## src/rtl/gpio_input_irq_pio_if.sv

```systemverilog
// Avalon-MM slave bus bundle for gpio_input_irq_pio.
// Latency: n/a (wiring only).
// Backpressure: none; the bus has no waitrequest.
//
// Signals:
//   address    - register select (0 DATA, 1 MASK, 2 EDGE, 3 POL)
//   chipselect - slave select
//   write_n    - active-low write strobe
//   writedata  - write data
//   readdata   - registered read data, driven by the slave
interface gpio_input_irq_pio_if;
  logic [1:0]  address;
  logic        chipselect;
  logic        write_n;
  logic [31:0] writedata;
  logic [31:0] readdata;

  modport master (
    output address,
    output chipselect,
    output write_n,
    output writedata,
    input  readdata
  );

  modport slave (
    input  address,
    input  chipselect,
    input  write_n,
    input  writedata,
    output readdata
  );
endinterface

```

## src/rtl/gpio_input_irq_pio.sv

```systemverilog
// Parametrised Avalon-MM input PIO with synchroniser, edge capture and level irq.
// Latency: readdata 1 cycle after address; in_port change reaches DATA/EDGE 2 edges
//          after sampling (plus DEBOUNCE_CYCLES when GPIO_INPUT_IRQ_PIO_DEBOUNCE_EN is defined).
// Backpressure: none; every read and write completes in one cycle.
//
// Ports:
//   clk, reset_n - clock and asynchronous active-low reset
//   bus          - Avalon-MM slave (address, chipselect, write_n, writedata, readdata)
//   in_port      - WIDTH asynchronous external inputs
//   irq          - level interrupt, OR of (EDGE & MASK)
// Optional feature macro: GPIO_INPUT_IRQ_PIO_DEBOUNCE_EN enables the per-bit debouncer.
module gpio_input_irq_pio #(
  parameter int WIDTH           = 6,
  parameter int DEBOUNCE_CYCLES = 16
) (
  input  logic                  clk,
  input  logic                  reset_n,
  gpio_input_irq_pio_if.slave   bus,
  input  logic [WIDTH-1:0]      in_port,
  output logic                  irq
);

  localparam logic [1:0] ADDR_DATA = 2'd0;
  localparam logic [1:0] ADDR_MASK = 2'd1;
  localparam logic [1:0] ADDR_EDGE = 2'd2;
  localparam logic [1:0] ADDR_POL  = 2'd3;

  logic [WIDTH-1:0] sync1_q, sync1_d;
  logic [WIDTH-1:0] sync2_q, sync2_d;
  logic [WIDTH-1:0] prev_q, prev_d;
  logic [WIDTH-1:0] mask_q, mask_d;
  logic [WIDTH-1:0] edge_q, edge_d;
  logic [WIDTH-1:0] pol_q, pol_d;
  logic [31:0]      readdata_q, readdata_d;

  logic [WIDTH-1:0] filt;
  logic [WIDTH-1:0] edge_evt;
  logic [WIDTH-1:0] edge_clr;
  logic [WIDTH-1:0] wdat;
  logic             wr_en;

  // Upper writedata bits are ignored by design; DEBOUNCE_CYCLES is only
  // consumed by the debouncer build.
  logic unused_ok;
  assign unused_ok = ^{bus.writedata, 16'(DEBOUNCE_CYCLES)};

`ifdef GPIO_INPUT_IRQ_PIO_DEBOUNCE_EN
  localparam int               CNT_W    = $clog2(DEBOUNCE_CYCLES + 1);
  // filt flips on the DEBOUNCE_CYCLES-th consecutive differing cycle, so the
  // accepted value lands exactly DEBOUNCE_CYCLES cycles after sync2 changed.
  localparam logic [CNT_W-1:0] CNT_LAST = CNT_W'(DEBOUNCE_CYCLES - 1);

  logic [WIDTH-1:0] filt_q, filt_d;
  logic [CNT_W-1:0] cnt_q [WIDTH];
  logic [CNT_W-1:0] cnt_d [WIDTH];

  always_comb begin
    filt_d = filt_q;
    for (int i = 0; i < WIDTH; i++) begin
      cnt_d[i] = '0;
      if (sync2_q[i] != filt_q[i]) begin
        if (cnt_q[i] == CNT_LAST) begin
          filt_d[i] = sync2_q[i];
        end else begin
          cnt_d[i] = cnt_q[i] + 1'b1;
        end
      end
    end
  end

  always_ff @(posedge clk or negedge reset_n) begin
    if (!reset_n) begin
      filt_q <= '0;
      for (int i = 0; i < WIDTH; i++) begin
        cnt_q[i] <= '0;
      end
    end else begin
      filt_q <= filt_d;
      for (int i = 0; i < WIDTH; i++) begin
        cnt_q[i] <= cnt_d[i];
      end
    end
  end

  assign filt = filt_q;
`else
  assign filt = sync2_q;
`endif

  always_comb begin
    wr_en   = bus.chipselect & ~bus.write_n;
    wdat    = bus.writedata[WIDTH-1:0];
    sync1_d = in_port;
    sync2_d = sync1_q;
    prev_d  = filt;

    // Per-bit polarity picks which transition of filt counts as an event.
    edge_evt = (~pol_q & filt & ~prev_q) | (pol_q & ~filt & prev_q);

    mask_d   = mask_q;
    pol_d    = pol_q;
    edge_clr = '0;
    if (wr_en) begin
      case (bus.address)
        ADDR_MASK: mask_d   = wdat;
        ADDR_EDGE: edge_clr = wdat;
        ADDR_POL:  pol_d    = wdat;
        default:   ;
      endcase
    end

    // Clear first, then OR the new events so a same-cycle set survives W1C.
    edge_d = (edge_q & ~edge_clr) | edge_evt;

    readdata_d = '0;
    case (bus.address)
      ADDR_DATA: readdata_d[WIDTH-1:0] = filt;
      ADDR_MASK: readdata_d[WIDTH-1:0] = mask_q;
      ADDR_EDGE: readdata_d[WIDTH-1:0] = edge_q;
      ADDR_POL:  readdata_d[WIDTH-1:0] = pol_q;
      default:   readdata_d            = '0;
    endcase
  end

  always_ff @(posedge clk or negedge reset_n) begin
    if (!reset_n) begin
      sync1_q    <= '0;
      sync2_q    <= '0;
      prev_q     <= '0;
      mask_q     <= '0;
      edge_q     <= '0;
      pol_q      <= '0;
      readdata_q <= '0;
    end else begin
      sync1_q    <= sync1_d;
      sync2_q    <= sync2_d;
      prev_q     <= prev_d;
      mask_q     <= mask_d;
      edge_q     <= edge_d;
      pol_q      <= pol_d;
      readdata_q <= readdata_d;
    end
  end

  assign bus.readdata = readdata_q;
  assign irq          = |(edge_q & mask_q);

endmodule

```

## src/flat_wrapper.sv

```systemverilog
// flat-port wrapper written by rule: the top's interface ports become plain ports
module gpio_input_irq_pio_flat 
#(
  parameter int WIDTH           = 6,
  parameter int DEBOUNCE_CYCLES = 16
)
  (clk, reset_n, in_port, irq, bus_address, bus_chipselect, bus_write_n, bus_writedata, bus_readdata);
  gpio_input_irq_pio_if bus_i ();
  input  logic clk;
  input  logic reset_n;
  input  logic [WIDTH-1:0] in_port;
  output logic irq;
  input wire logic [$bits(bus_i.address)-1:0] bus_address;
  input wire logic [$bits(bus_i.chipselect)-1:0] bus_chipselect;
  input wire logic [$bits(bus_i.write_n)-1:0] bus_write_n;
  input wire logic [$bits(bus_i.writedata)-1:0] bus_writedata;
  output wire logic [$bits(bus_i.readdata)-1:0] bus_readdata;
  assign bus_i.address = bus_address;
  assign bus_i.chipselect = bus_chipselect;
  assign bus_i.write_n = bus_write_n;
  assign bus_i.writedata = bus_writedata;
  assign bus_readdata = bus_i.readdata;
  gpio_input_irq_pio #(.WIDTH(WIDTH), .DEBOUNCE_CYCLES(DEBOUNCE_CYCLES)) u_core (.clk(clk), .reset_n(reset_n), .bus(bus_i), .in_port(in_port), .irq(irq));
endmodule
```

## config.mk

```make
export PLATFORM = sky130hd
export DESIGN_NAME = gpio_input_irq_pio_flat
export DESIGN_NICKNAME = d
export VERILOG_FILES = /design/src/rtl/gpio_input_irq_pio_if.sv /design/src/rtl/gpio_input_irq_pio.sv /design/src/flat_wrapper.sv
export SDC_FILE = /design/constraint.sdc
export NUM_CORES = 1
export LEC_CHECK = 0
export ABC_AREA = 0
export BUFFER_PORTS_ARGS = -buffer_cell sky130_fd_sc_hd__buf_4
export CORE_ASPECT_RATIO = 1.25
export CORE_UTILIZATION = 23
export CTS_CLUSTER_DIAMETER = 100
export DETAILED_ROUTE_END_ITERATION = 12
export PLACE_DENSITY = 0.41
export SLEW_MARGIN = 20
export SYNTH_ARGS = -nofsm -noshare
export SYNTH_HDL_FRONTEND = slang
export SYNTH_SLANG_ARGS = --single-unit
```

## constraint.sdc

```tcl
create_clock -name clk -period 1.9 [get_ports clk]
set_clock_uncertainty 0.2 [all_clocks]
set_input_delay 0.095 -clock clk [delete_from_list [all_inputs] [get_ports clk]]
set_output_delay 0.095 -clock clk [all_outputs]
set_load 0.05 [all_outputs]
```

==> impl.org, run 1 <==
** Die
- Die span in y :: 100.9 um
- The core region is 0.007488 sq mm.
- Number of I/O pins :: 77
- Number of standard-cell rows in the floorplan :: 35
- From left edge to right edge, the die measures about 81 um.
- The initial utilization of the core area, before any placement, comes to 24.04%.
- Die area :: 0.008188 sq mm

** Power and ir drop
- Fraction of power spent switching nets :: 31.72%
- Summed over all cells, the static leakage comes to 1.003 nW.
- Sequential cells account for 51.4% of the total power.
- In this run the power spent charging and discharging nets is about 0.00066 W.
- Power density relative to cell area :: 950.8 mW/mm^2
- IR analysis of the VDD net gives a maximum drop of ~0.31 mV.
- Internal :: around 0.0014 W
- Part of the power in combinational logic :: roughly 23%
- The clock network is responsible for 25.5% of the overall power.

** Critical path
- By instance count, the cell type seen most on the critical path is sky130_fd_sc_hd__buf_4.
- Worst path arrival time :: between 1.5 and 2 ns
- STA puts the critical path data required time at 1.87 ns.
- Reg-to-reg startpoint :: u_core.filt[2]
- Critical-path top delay cell :: sky130_fd_sc_hd__dlygate4sd3_1
- Nature of the critical path startpoint :: input pin
- Critical path's largest stage delay :: 0.54 ns
- The worst setup path is captured at a register.
- Critical Setup Path Class :: input pin to register
- Max Fanout on Critical Path :: 9
- Cell Chain, Critical Path :: dlygate4sd3_1 > buf_4 > and4bb_1 > buf_4 > mux2_4
- Depth of the worst register-to-register path :: 1
- R2r endpoint :: u_core.bus.readdata[2]
- Setup slack, reg-to-reg :: 0.67 ns

** Cells and area
- Net count reported at finish :: ~230
- Diode count :: 0
- Area added between synthesis and finish :: 21.89%
- Layout cell share with drive strength beyond 1 :: a little under a quarter
- Final core utilization :: 29.31%

** Logic synthesis
- Yosys reg bits :: 42
- In the post-synthesis netlist, the biggest area contributors are sky130_fd_sc_hd__dfrtp_1 58%, sky130_fd_sc_hd__buf_4 11%, sky130_fd_sc_hd__mux2_4 5.0%, sky130_fd_sc_hd__mux4_1 4.4%, sky130_fd_sc_hd__mux4_2 3.8%.
- Unique masters post-synth :: 20
- In the synthesized netlist the dominant register cell turns out to be sky130_fd_sc_hd__dfrtp_1.
- Most area-hungry cell type in the Yosys netlist :: sky130_fd_sc_hd__dfrtp_1
- The share of synthesized area in the top cell type comes to 58.37%.
- The synthesized design contains 0 enable-type register cells.
- Share of synthesized flip-flops with an asynchronous set or reset :: 100.0%
- In this run the mean area of a mapped cell was 12.95 sq um.
- Warnings from Yosys :: 0
- Area of the mapped netlist :: around 0.0018 sq mm
- Sequential share of the synthesized area :: 58.37%
- Synthesis handed over a netlist of 139 instances.

** Clock network
- TritonCTS built the clock tree.
- Bufs on Longest Clock Path :: 2
- CTS placed an instance of sky130_fd_sc_hd__clkbuf_8 at the clock tree root.
- Sinks on Clock Net :: 42
- Buffers inserted to repair hold after CTS numbered 14.
- The number of clock buffers added by TritonCTS is 5.
- Setup fix buffers added after clock tree synthesis :: 0
- Once the clock tree was built, the resizer swapped 0 gates to a different size.
- The later pin in the worst-skew pair is clocked with a latency of ~0.28 ns.
- The clock tree synthesis step divided the H-tree into 2 levels.
- Register clock-pin slew on the reported worst setup and hold paths :: 0.08 ns

** Place
- Once detailed placement completed, the half-perimeter wirelength came to 2144 um.
- Number of port buffers :: 24
- At the end of routability-driven placement, the weighted congestion stood at 0.6912.

** Route
- In this run the remaining antenna-violating nets after routing total 0.
- Count of routing violations after the opening detailed-route iteration :: 52
- After detailed routing, the number of vias per cell comes to 3.857.
- For this run, design rule violations remaining after detail routing come to 0.
- Drt first pass iters :: 4
- Vias :: 1,053
- Post-detailed-routing wire length :: between 3000 and 4000 um
- Routed length per placed instance :: approximately 12 um

** STA
- The final hold violation count came to 0.
- After routing, the total negative slack on setup checks comes to 0 ns.
- Minimum clock period after layout :: 1.608 ns
- The number of pins with negative max-slew slack in the final report was 0.
- Slew HR :: 63.07%
- Dividing the final minimum period by the clock period gives 84.65%.
- Setup repair after global routing left no endpoint under its margin.
- Timing-limited maximum frequency :: 621.8 MHz
- For the pin with the worst max-slew slack, the measured transition is 0.5540 ns.
- Setup violations remaining at the end of the flow were counted as 0.

** Min path
- Cells on Worst Hold Path :: 2
- The tightest min-delay check is of the input pin to register type.
- The worst hold path terminates at u_core.bus.readdata[0].
- Worst Hold Launch :: bus_address[0]

** Global routing
- Wire length of the first global-routing pass :: 5333 um
- Global routing consumed, over all layers together, 8.886% of the routing resources.
- Maximum number of pins on one net before global-route repair :: 43
- Vias in the first global route :: 1,062
- After global routing the overflow that remains totals 0.
- The initial antenna violation count is 0.

** Outcome
- The run finished with clean final reports.

** Flow run
- Reported max-cap violation count :: 0
==> cells by family after synthesis <==
logic type      count (synthesis)  synth area share (%)
flops                          42                 58.37
mux                            12                 13.13
simple gates                   28                 7.645
compound gates                 20                 6.672
buf+inv                        36                 13.97
other cells                     1                0.2083
==> metal layers <==
layer	share of wire [%]	vias to the layer above	track usage (%)
li1	-	504	-
met4	0	0	3.297
met1	47	513	11.31
met2	48	36	13.96
met5	0	-	0
met3	4.8	0	2.805
==> synthesized netlist by cell type (all sizes together) (2+ instances only) <==
cell and n:
dfrtp 42, buf 29, nand2 16, o21ai 12, inv 6, mux2 6, mux4 6, nor2 5
o211ai 5, a22oi 3, nand3 2
==> power groups by stage <==
stage	logic, W	clock network, W	registers, W
6_report	0.000481	0.000533	0.00107
3_3_place_gp	0.000461	0	0.00109
3_5_place_dp	0.000464	0	0.00109
5_1_grt	0.000522	0.000608	0.00109
4_1_cts	0.000489	0.000566	0.00107
2_1_floorplan	0.000311	0	0.00115
==> cell usage in the layout, fill, tap and decap left out, drive strengths merged <==
| cell | n |
|---|---|
| dfrtp | 42 |
| conb | 26 |
| buf | 26 |
| nand2 | 16 |
| dlygate4sd3 | 14 |
| o21ai | 12 |
| inv | 6 |
| mux2 | 6 |
| mux4 | 6 |
| nor2 | 5 |
| o211ai | 5 |
| clkbuf | 5 |
| a22oi | 3 |
| nand3 | 2 |
| clkinv | 2 |
| nand4bb | 1 |
| nand3b | 1 |
| or3b | 1 |
| nand4b | 1 |
| and4bb | 1 |
==> flip-flops by register name, indices dropped and copies added, names as in the netlist <==
register,flops
u_core.sync1_q,6
u_core.mask_q,6
u_core.bus.readdata,6
u_core.prev_q,6
u_core.edge_q,6
u_core.filt,6
u_core.pol_q,6
==> area by class of cell <==
type	count	area, sq um
clock buffers	5	68.82
inverters	6	22.52
repair buffers	40	335.3
multi-input cells	86	591.8
clock inverters	2	10.01
well taps	92	115.1
flip-flops and latches	42	1051
fillers	772	5294
==> metrics by stage <==
stage	hold slack, ns	area (sq um)	total power, W	std cells	setup WS [ns]
after floorplan	-0.4006	1894	0.001464	164	0.6527
after global placement	-0.06633	1976	0.001552	252	0.4446
after detailed placement	-0.06699	1976	0.001556	252	0.4612
after CTS	0.04063	2195	0.002129	273	0.2799
after global routing	0.04810	2195	0.002222	273	0.2171
final	0.04670	2195	0.002087	273	0.2917
==> worst max path at each step <==
stage	start	endpoint	slack (ns)	cells past startpoint
final	bus_address[1]	u_core.mask_q[2]	0.29	5
after global routing	bus_address[1]	u_core.edge_q[4]	0.22	5
after floorplan	u_core.mask_q[0]	irq	0.65	2
after CTS	bus_address[1]	u_core.edge_q[0]	0.28	5
after global placement	bus_address[0]	u_core.edge_q[0]	0.44	4
after detailed placement	bus_address[0]	u_core.edge_q[0]	0.46	4
==> critical path: cells and delay by family <==
family        cells  cell delay, ns
mux               1            0.31
buf+inv           3            0.92
simple gates      1            0.26
Power figures use the tool's default switching activity.
==> run 2, diff against run 1 <==
--- a/config.mk
+++ b/config.mk
@@ -5,13 +5,13 @@
 export SDC_FILE = /design/constraint.sdc
 export NUM_CORES = 1
 export LEC_CHECK = 0
-export ABC_AREA = 0
+export ABC_AREA = 1
 export BUFFER_PORTS_ARGS = -buffer_cell sky130_fd_sc_hd__buf_4
 export CORE_ASPECT_RATIO = 1.25
 export CORE_UTILIZATION = 23
 export CTS_CLUSTER_DIAMETER = 100
 export DETAILED_ROUTE_END_ITERATION = 12
-export PLACE_DENSITY = 0.41
+export PLACE_DENSITY = 0.4
 export SLEW_MARGIN = 20
 export SYNTH_ARGS = -nofsm -noshare
 export SYNTH_HDL_FRONTEND = slang
==> constraint.sdc (replaced) <==
create_clock -name clk -period 1.5 [get_ports clk]
set_clock_uncertainty 0.2 [all_clocks]
set_input_delay 0.075 -clock clk [delete_from_list [all_inputs] [get_ports clk]]
set_output_delay 0.075 -clock clk [all_outputs]
set_load 0.05 [all_outputs]
==> run 2 against run 1 <==
The flow now finishes with violations (design-rule violations); power grew 29%; critical path depth unchanged; wire length grew 24%; core utilization decreased by 0.43 points; sequential power up 25%; cell area increased by 8.4%; clock power increased by 33%; first-iteration DRC count rose by 56%; die area increased by 7.9%; synthesized area rose by 8.1%; clock-buffer cell count unchanged; via count rose by 33%; largest power group unchanged.
==> impl.org, run 2 <==
** Outcome
- The flow ran to the end, but the final reports show violations.
- The checks that failed: design-rule violations.

** Cells and area
- Compared with the post-synthesis result, the final layout area differs by 22.24%.
- Layout cell share with drive strength beyond 1 :: 17.00% (-6.8 points)
- The top cell types in the final layout, fill and taps aside, are 42 x sky130_fd_sc_hd__dfrtp_1, 41 x sky130_fd_sc_hd__nand2_1, 28 x sky130_fd_sc_hd__inv_1.
- Commonest non-fill, non-tap cell in the layout :: sky130_fd_sc_hd__dfrtp_1
- Diode count :: 0 (unchanged)
- The number of nets at the end of the flow was 297 (+32%).

** Global routing
- The global-route wire length before repair was 6499 um (+22%).
- The via count of the first global-routing pass is 1,270 (+20%).
- Overall global routing resource usage :: 9.658% (+0.77 points)
- Maximum number of pins on one net before global-route repair :: 43 (unchanged)
- Antenna violations before repair :: 0 (unchanged)
- In this run the most used layer during global routing was met2.
- The routing usage on met2 was 15.16% (+1.2 points).
- The total congestion overflow is 0 (unchanged).
- The met3 layer usage reported by global route came to 1.975% (-0.83 points).
- Met1 routing resource usage after global routing :: 12.72% (+1.4 points)

** Logic synthesis
- The Yosys warning count came to 0 (unchanged).
- Of all cell types, the one taking the most synthesized area is sky130_fd_sc_hd__dfrtp_1.
- Counting instances in the post-synthesis netlist gives the leading cell types as 42 x sky130_fd_sc_hd__dfrtp_1, 42 x sky130_fd_sc_hd__nand2_1, 28 x sky130_fd_sc_hd__inv_1.
- The number of synthesized flops with an enable pin was 0 (unchanged).
- The distinct cell type count of the synthesized netlist is 16 (-20%).
- Gate count after technology mapping :: 211 (+52%)
- Area share of the largest cell type after synthesis :: 53.98% (-4.4 points)
- Among all flip-flop cells after synthesis, the most frequent one is sky130_fd_sc_hd__dfrtp_1.
- The share of the yosys chip area belonging to registers came to 53.98% (-4.4 points).
- The count of state elements after synthesis was 42 (unchanged).
- After synthesis, the cell types taking the most area are sky130_fd_sc_hd__dfrtp_1 54%, sky130_fd_sc_hd__buf_4 10%, sky130_fd_sc_hd__nand2_1 8.1%, sky130_fd_sc_hd__nand3_1 6.4%, sky130_fd_sc_hd__inv_1 5.4%.
- Share of synthesized flip-flops with an asynchronous set or reset :: 100.0% (unchanged)
- Area of the mapped netlist :: 0.001947 sq mm (+8.1%)
- Post-synthesis area per instance :: 9.227 sq um (-29%)

** Critical path
- Depth of the worst register-to-register path :: 4 (+3)
- The signal arrival time at the worst endpoint came to 1.18 ns (-0.39 ns).
- The data required time of the critical path was 1.22 ns (-0.65 ns).
- STA classifies the critical path startpoint as a register.
- The reg-to-reg setup timing slack came to 0.50 ns (-0.17 ns).
- Max Fanout on Critical Path :: 3 (-6)
- Category of the worst setup path capture point :: output port
- The setup path with the least slack is of type register to output port.

** STA
- The minimum setup slack in the final design is 0.04304 ns (-0.2487 ns).
- For this run, the top clock speed supported by timing is 686.4 MHz.
- Worst slack on hold paths :: 0.01011 ns (-0.03660 ns)
- The number of setup violations in the final report is 0 (unchanged).
- Max-slew violation count :: 0 (unchanged)
- Slew HR :: 63.24% (+0.17 points)
- The actual transition at the worst max-transition pin came to 0.5514 ns (-0.002581 ns).
- Minimum clock period after layout :: between 1 and 1.5 ns
- RSZ-0062 raised after global routing :: true
- The final critical path takes up 97.13% of the cycle.
- Final hold vios :: 0 (unchanged)

** Place
- The final estimated routing congestion in global placement is 0.6726 (-2.7%).
- The worst slack after detailed placement is 0.1835 ns (-0.2777 ns).
- The estimated wirelength of the detail-placed design was 2666 um (+24%).
- The number of buffers added on ports came to 24 (unchanged).

** Route
- The final routed wirelength across all metal layers is 3957 um (+24%).
- The number of design rule violations left after detail routing is 12 (+12).
- The number of DRC markers after the initial detailed-route iteration came to 81 (+56%).
- Vias :: 1,396 (+33%)
- The total iterations of the first detailed-routing run is 10 (+6).
- The wire length per cell after detailed routing was 11.31 um (-2.9%).
- Routed Antenna Nets :: 0 (unchanged)
- Via count normalized by instance count :: 3.989 (+3.4%)

** Clock network
- The number of post-CTS setup repair buffers was 0 (unchanged).
- The root buffer cell chosen for the clock tree is sky130_fd_sc_hd__clkbuf_8.
- The H-tree depth reported by CTS came to 2 (unchanged).
- The clock buffer count from CTS is 5 (unchanged).
- The clock insertion delay at the later pin of the skew report is 0.29 ns (about the same).
- The number of clock sinks came to 42 (unchanged).
- Register clock-pin slew on the reported worst setup and hold paths :: 0.08 ns (about the same)
- TritonCTS built the clock tree.
- Bufs on Longest Clock Path :: 2 (unchanged)

** Die
- Effective utilization at floorplan :: 23.63% (-0.42 points)
- Number of I/O pins :: 77 (unchanged)
- The overall die height came to 104.9 um (+3.9%).
- Core area :: 0.008240 sq mm (+10%)
- The floorplan die area came to 0.008839 sq mm (+7.9%).
- Die extent in x :: 84.29 um (+3.9%)
- Number of standard-cell rows in the floorplan :: 37 (+5.7%)

** Min path
- The cell depth of the worst min-delay path is 3 (+1).
- The tightest min-delay check is of the input pin to register type.

** Power and ir drop
- LEAKAGE :: 1.204 nW (+20%)
- The peak supply drop is 0.3021 mV (-3.9%).
- Power density relative to cell area :: 1132 mW/mm^2 (+19%)

** Flow run
- The max-cap check violation count came to 0 (unchanged).
[run 2: cell count changes after synthesis, moves of 11 or more]
| cell | before | now |
|---|---|---|
| sky130_fd_sc_hd__inv_1 | 6 | 28 |
| sky130_fd_sc_hd__nand3b_1 | 1 | 12 |
| sky130_fd_sc_hd__nand2_1 | 16 | 42 |
| sky130_fd_sc_hd__o21ai_0 | 12 | 0 |
| sky130_fd_sc_hd__nand3_1 | 2 | 25 |
[run 2: cell families after synthesis]
group	synth area share, %
and+or+nand+nor	21.85
buffers and inverters	17.42
DFF	53.98
AOI/OAI and AO/OA	6.555
other	0.1926
[run 2: per-stage QoR]
| step | TNS, ns | instances | instance area (sq um) | power (W) | utilization [%] |
|---|---|---|---|---|---|
| floorplan | 0 | 236 | 2041 | 0.001854 | - |
| global placement | 0 | 329 | 2155 | 0.001984 | 26.15 |
| detailed placement | 0 | 329 | 2155 | 0.001988 | 26.15 |
| CTS | 0 | 350 | 2377 | 0.002734 | 28.85 |
| global route | -0.04551 | 350 | 2380 | 0.002845 | 28.88 |
| finish | 0 | 350 | 2380 | 0.002693 | 28.88 |
[run 2: critical path: stages, from the launching register on]
cell,delay (ns)
sky130_fd_sc_hd__dfrtp_1,0.40
sky130_fd_sc_hd__nand2_1,0.08
sky130_fd_sc_hd__nand2_1,0.05
sky130_fd_sc_hd__nor2_1,0.09
sky130_fd_sc_hd__nand3_1,0.10
sky130_fd_sc_hd__buf_6,0.17
[run 2: power by group]
group | internal, W | leakage [nW] | switching, W
combinational | 0.000213 | 0.671 | 0.000435
clock | 0.000313 | 0.0438 | 0.000395
sequential | 0.00125 | 0.489 | 0.0000827
total | 0.00178 | 1.20 | 0.000913
[run 2: metal layers]
metal / share of wire [%] / up-vias
li1: - / 699
met1: 47 / 656
met4: 2.0 / 0
met3: 3.4 / 6
met5: 0 / -
met2: 48 / 35
[run 2: what timing repair did]
| action | CTS | global route |
|---|---|---|
| resized for setup | 1 | 1 |
| hold buffers | 14 | 0 |
| endpoints found under the hold margin | 69 | 0 |
| setup endpoints to repair | 1 | 5 |
[run 2: layout make-up]
cell class              instances  area [sq um]
clock buffers                   5         68.82
clock inverters                 2         10.01
fillers                       895          5861
inverters                      29         108.9
multi-input cells             133         653.1
flip-flops and latches         42          1051
well taps                      97         121.4
repair buffers                 42         366.6
[run 2: worst paths after layout]
path	start	end
max reg2reg	u_core.filt[3]	u_core.edge_q[3]
max	u_core.mask_q[2]	irq
min	bus_address[1]	u_core.bus.readdata[0]
min in group asynchronous	reset_n	u_core.filt[4]
min reg2reg	u_core.sync1_q[5]	u_core.filt[5]
max in group asynchronous	reset_n	u_core.filt[0]
==> run 3, diff against run 2 <==
--- a/config.mk
+++ b/config.mk
@@ -11,6 +11,7 @@
 export CORE_UTILIZATION = 23
 export CTS_CLUSTER_DIAMETER = 100
 export DETAILED_ROUTE_END_ITERATION = 12
+export MAX_ROUTING_LAYER = met4
 export PLACE_DENSITY = 0.4
 export SLEW_MARGIN = 20
 export SYNTH_ARGS = -nofsm -noshare
==> run 3 against run 2 <==
The flow still finishes with violations (design-rule violations); setup slack improved by 0.0041 ns; first-iteration DRC count fell by 1.2%; highest routed layer unchanged; combinational power barely moved; clock-buffer cell count did not move; wire length rose by 0.20%; sequential cell count did not move; hold slack improved by 0.0045 ns; sequential power barely moved; fmax rose by 0.28%; sequential share of layout area did not move; global-route usage rose by 0.27 points.
==> impl.org, run 3 (synthesized netlist as in run 2, its figures left out) <==
** Outcome
- The flow ran to the end, but the final reports show violations.
- Violations in the final reports :: design-rule violations

** Die
- Number of standard-cell rows in the floorplan :: 37 (unchanged)
- The overall die height is 104.9 um (unchanged).
- Effective utilization at floorplan :: 23.63% (unchanged)
- The overall die width was 84.29 um (unchanged).
- Number of I/O pins :: 77 (unchanged)
- Core area :: 0.008240 sq mm (unchanged)
- The floorplan die area is 0.008839 sq mm (unchanged).

** Clock network
- Setup fix buffers added after clock tree synthesis :: 0 (unchanged)
- Clock latency reported for the late side of the worst-skew pair :: 0.29 ns (about the same)
- Clock tree synthesis selected as its root buffer the cell sky130_fd_sc_hd__clkbuf_8.
- The clock buffer count from CTS is 5 (unchanged).
- # H-tree levels :: 2 (unchanged)
- TritonCTS clock tree :: done
- The number of clock sinks came to 42 (unchanged).
- The buffer levels on the longest clock path was 2 (unchanged).
- The clock-pin slew reported for the worst setup and hold paths after clock tree synthesis is 0.08 ns (about the same).

** Place
- The final estimated routing congestion in global placement was 0.6792 (+0.98%).
- Post-detailed-placement half-perimeter wirelength :: 2666 um (unchanged)
- The cell area reported after detailed placement was 0.002155 sq mm (unchanged).
- The number of placed instances, taps included is 329 (unchanged).
- Worst Setup Slack post-DPL :: 0.1835 ns (unchanged)
- The number of buffers added on ports is 24 (unchanged).

** Cells and area
- Commonest non-fill, non-tap cells in the layout :: 42 x sky130_fd_sc_hd__dfrtp_1, 41 x sky130_fd_sc_hd__nand2_1, 28 x sky130_fd_sc_hd__inv_1
- Final design area excluding fillers :: 0.002380 sq mm (unchanged)
- Layout cell share with drive strength beyond 1 :: 17.00% (unchanged)
- Area added between synthesis and finish :: 22.24% (unchanged)
- Leaving out fill and tap cells, the most frequent cell in the layout is sky130_fd_sc_hd__dfrtp_1.
- The number of nets at the end of the flow came to 297 (unchanged).
- The number of diodes added for antenna fixing is 0 (unchanged).
- Count of non-filler cells in the finished layout :: 350 (unchanged)

** Critical path
- Reg-to-reg startpoint :: u_core.filt[3]
- Critical Setup Path Class :: register to output port
- The data required time of the critical path was 1.22 ns (about the same).
- The worst setup path is launched from a register.
- The signal arrival time at the worst endpoint was 1.18 ns (about the same).
- The endpoint identified for the worst register-to-register timing path is u_core.edge_q[3].
- Category of the worst setup path capture point :: output port
- Max Fanout on Critical Path :: 3 (unchanged)
- Startpoint of the most critical setup path :: u_core.mask_q[2]
- The worst reg2reg path depth was 4 (unchanged).
- The reg-to-reg setup timing slack was 0.50 ns (about the same).

** Global routing
- Wire length of the first global-routing pass :: 6479 um (-0.31%)
- The overall fraction of global-route tracks in use came to 9.933% (+0.27 points).
- Vias in the first global route :: 1,271 (+0.079%)
- The largest net degree at the start of global routing is 43 (unchanged).
- The total congestion overflow was 0 (unchanged).
- The initial antenna violation count came to 0 (unchanged).

** Min path
- The startpoint identified for the worst hold timing path is bus_address[1].
- The cell depth of the worst min-delay path came to 3 (unchanged).
- Hold endpoint :: u_core.bus.readdata[0]
- Min-Delay Path Class :: input pin to register

** STA
- RSZ-0062 raised after global routing :: true
- Ratio of final minimum period to clock period :: 96.86% (-0.27 points)
- The worst hold margin was 0.01458 ns (+0.004472 ns).
- The number of pins with negative max-slew slack in the final report was 0 (unchanged).
- The highest clock rate is 688.3 MHz (+0.28%).
- Final hold vios :: 0 (unchanged)
- Number of endpoints failing setup at the final stage :: 0 (unchanged)
- Slew HR :: 63.90% (+0.66 points)
- Worst setup slack after layout :: 0.04714 ns (+0.004099 ns)
- The actual transition at the worst max-transition pin was 0.5415 ns (-0.009895 ns).
- The final critical path time including I/O delays and setup was 1.453 ns (-0.004099 ns).

** Route
- Count of routing violations after the opening detailed-route iteration :: 80 (-1.2%)
- The total iterations of the first detailed-routing run was 11 (+1).
- Post-detailed-routing wire length :: 3965 um (+0.20%)
- Routed length per placed instance :: 11.33 um (+0.20%)
- The number of design rule violations left after detail routing came to 12 (unchanged).
- The via count was 1,392 (-0.29%).
- Routed Antenna Nets :: 0 (unchanged)
- Via count normalized by instance count :: 3.977 (-0.29%)

** Power and ir drop
- The peak supply drop was 0.3025 mV (+0.13%).
- Power density relative to cell area :: 1129 mW/mm^2 (-0.27%)
- LEAKAGE :: 1.204 nW (unchanged)

** Flow run
- The max-cap check violation count came to 0 (unchanged).
==> run 3: cell counts in the layout (fill, tap and decap cells not counted) <==
No cell type changed its count.
==> run 3: worst max-delay path, cell delays in order, from the launching register on <==
cell,delay [ns]
sky130_fd_sc_hd__dfrtp_1,0.40
sky130_fd_sc_hd__nand2_1,0.08
sky130_fd_sc_hd__nand2_1,0.05
sky130_fd_sc_hd__nor2_1,0.09
sky130_fd_sc_hd__nand3_1,0.10
sky130_fd_sc_hd__buf_6,0.17
==> run 3: worst max-delay path by stage <==
stage | endpoint
global placement | u_core.pol_q[2]
CTS | irq
floorplan | irq
global route | irq
finish | irq
detailed placement | u_core.pol_q[4]
==> run 3: metal layers <==
metal / share of wire (%) / wire (um) / vias to the layer above / global-route usage (%)
met5: 0 / 0 / - / -
met4: 1.0 / 40 / 0 / 4.433
met3: 3.8 / 150 / 4 / 1.975
met2: 49 / 1956 / 36 / 15.16
met1: 46 / 1817 / 652 / 12.72
li1: - / - / 700 / -
==> run 3: through the flow <==
| stage | TNS, ns | total power (W) | utilization (%) |
|---|---|---|---|
| final | 0 | 0.002686 | 28.88 |
| after global routing | -0.04558 | 0.002845 | 28.88 |
| after CTS | 0 | 0.002734 | 28.85 |
| after detailed placement | 0 | 0.001988 | 26.15 |
| after global placement | 0 | 0.001984 | 26.15 |
| after floorplan | 0 | 0.001854 | - |
==> run 3: layout make-up <==
class / count / area, sq um
Multi-Input combinational cell: 133 / 653.1
Timing Repair Buffer: 42 / 366.6
Tap cell: 97 / 121.4
Clock buffer: 5 / 68.82
Fill cell: 895 / 5861
Inverter: 29 / 108.9
Clock inverter: 2 / 10.01
Sequential cell: 42 / 1051
==> run 3: report_power, final <==
| part | total [W] | switching (W) | internal [W] |
|---|---|---|---|
| Sequential | 0.00134 | 0.0000833 | 0.00125 |
| Clock | 0.000701 | 0.000388 | 0.000313 |
| Combinational | 0.000648 | 0.000435 | 0.000213 |
| Total | 0.00269 | 0.000906 | 0.00178 |
==> run 3: repair_timing <==
item / 4_1_cts / 5_1_grt
hold buffers: 14 / 0
endpoints found under the hold margin: 69 / 0
setup endpoints to repair: 1 / 5
gates cloned: 0 / 0
gates resized for setup: 1 / 1
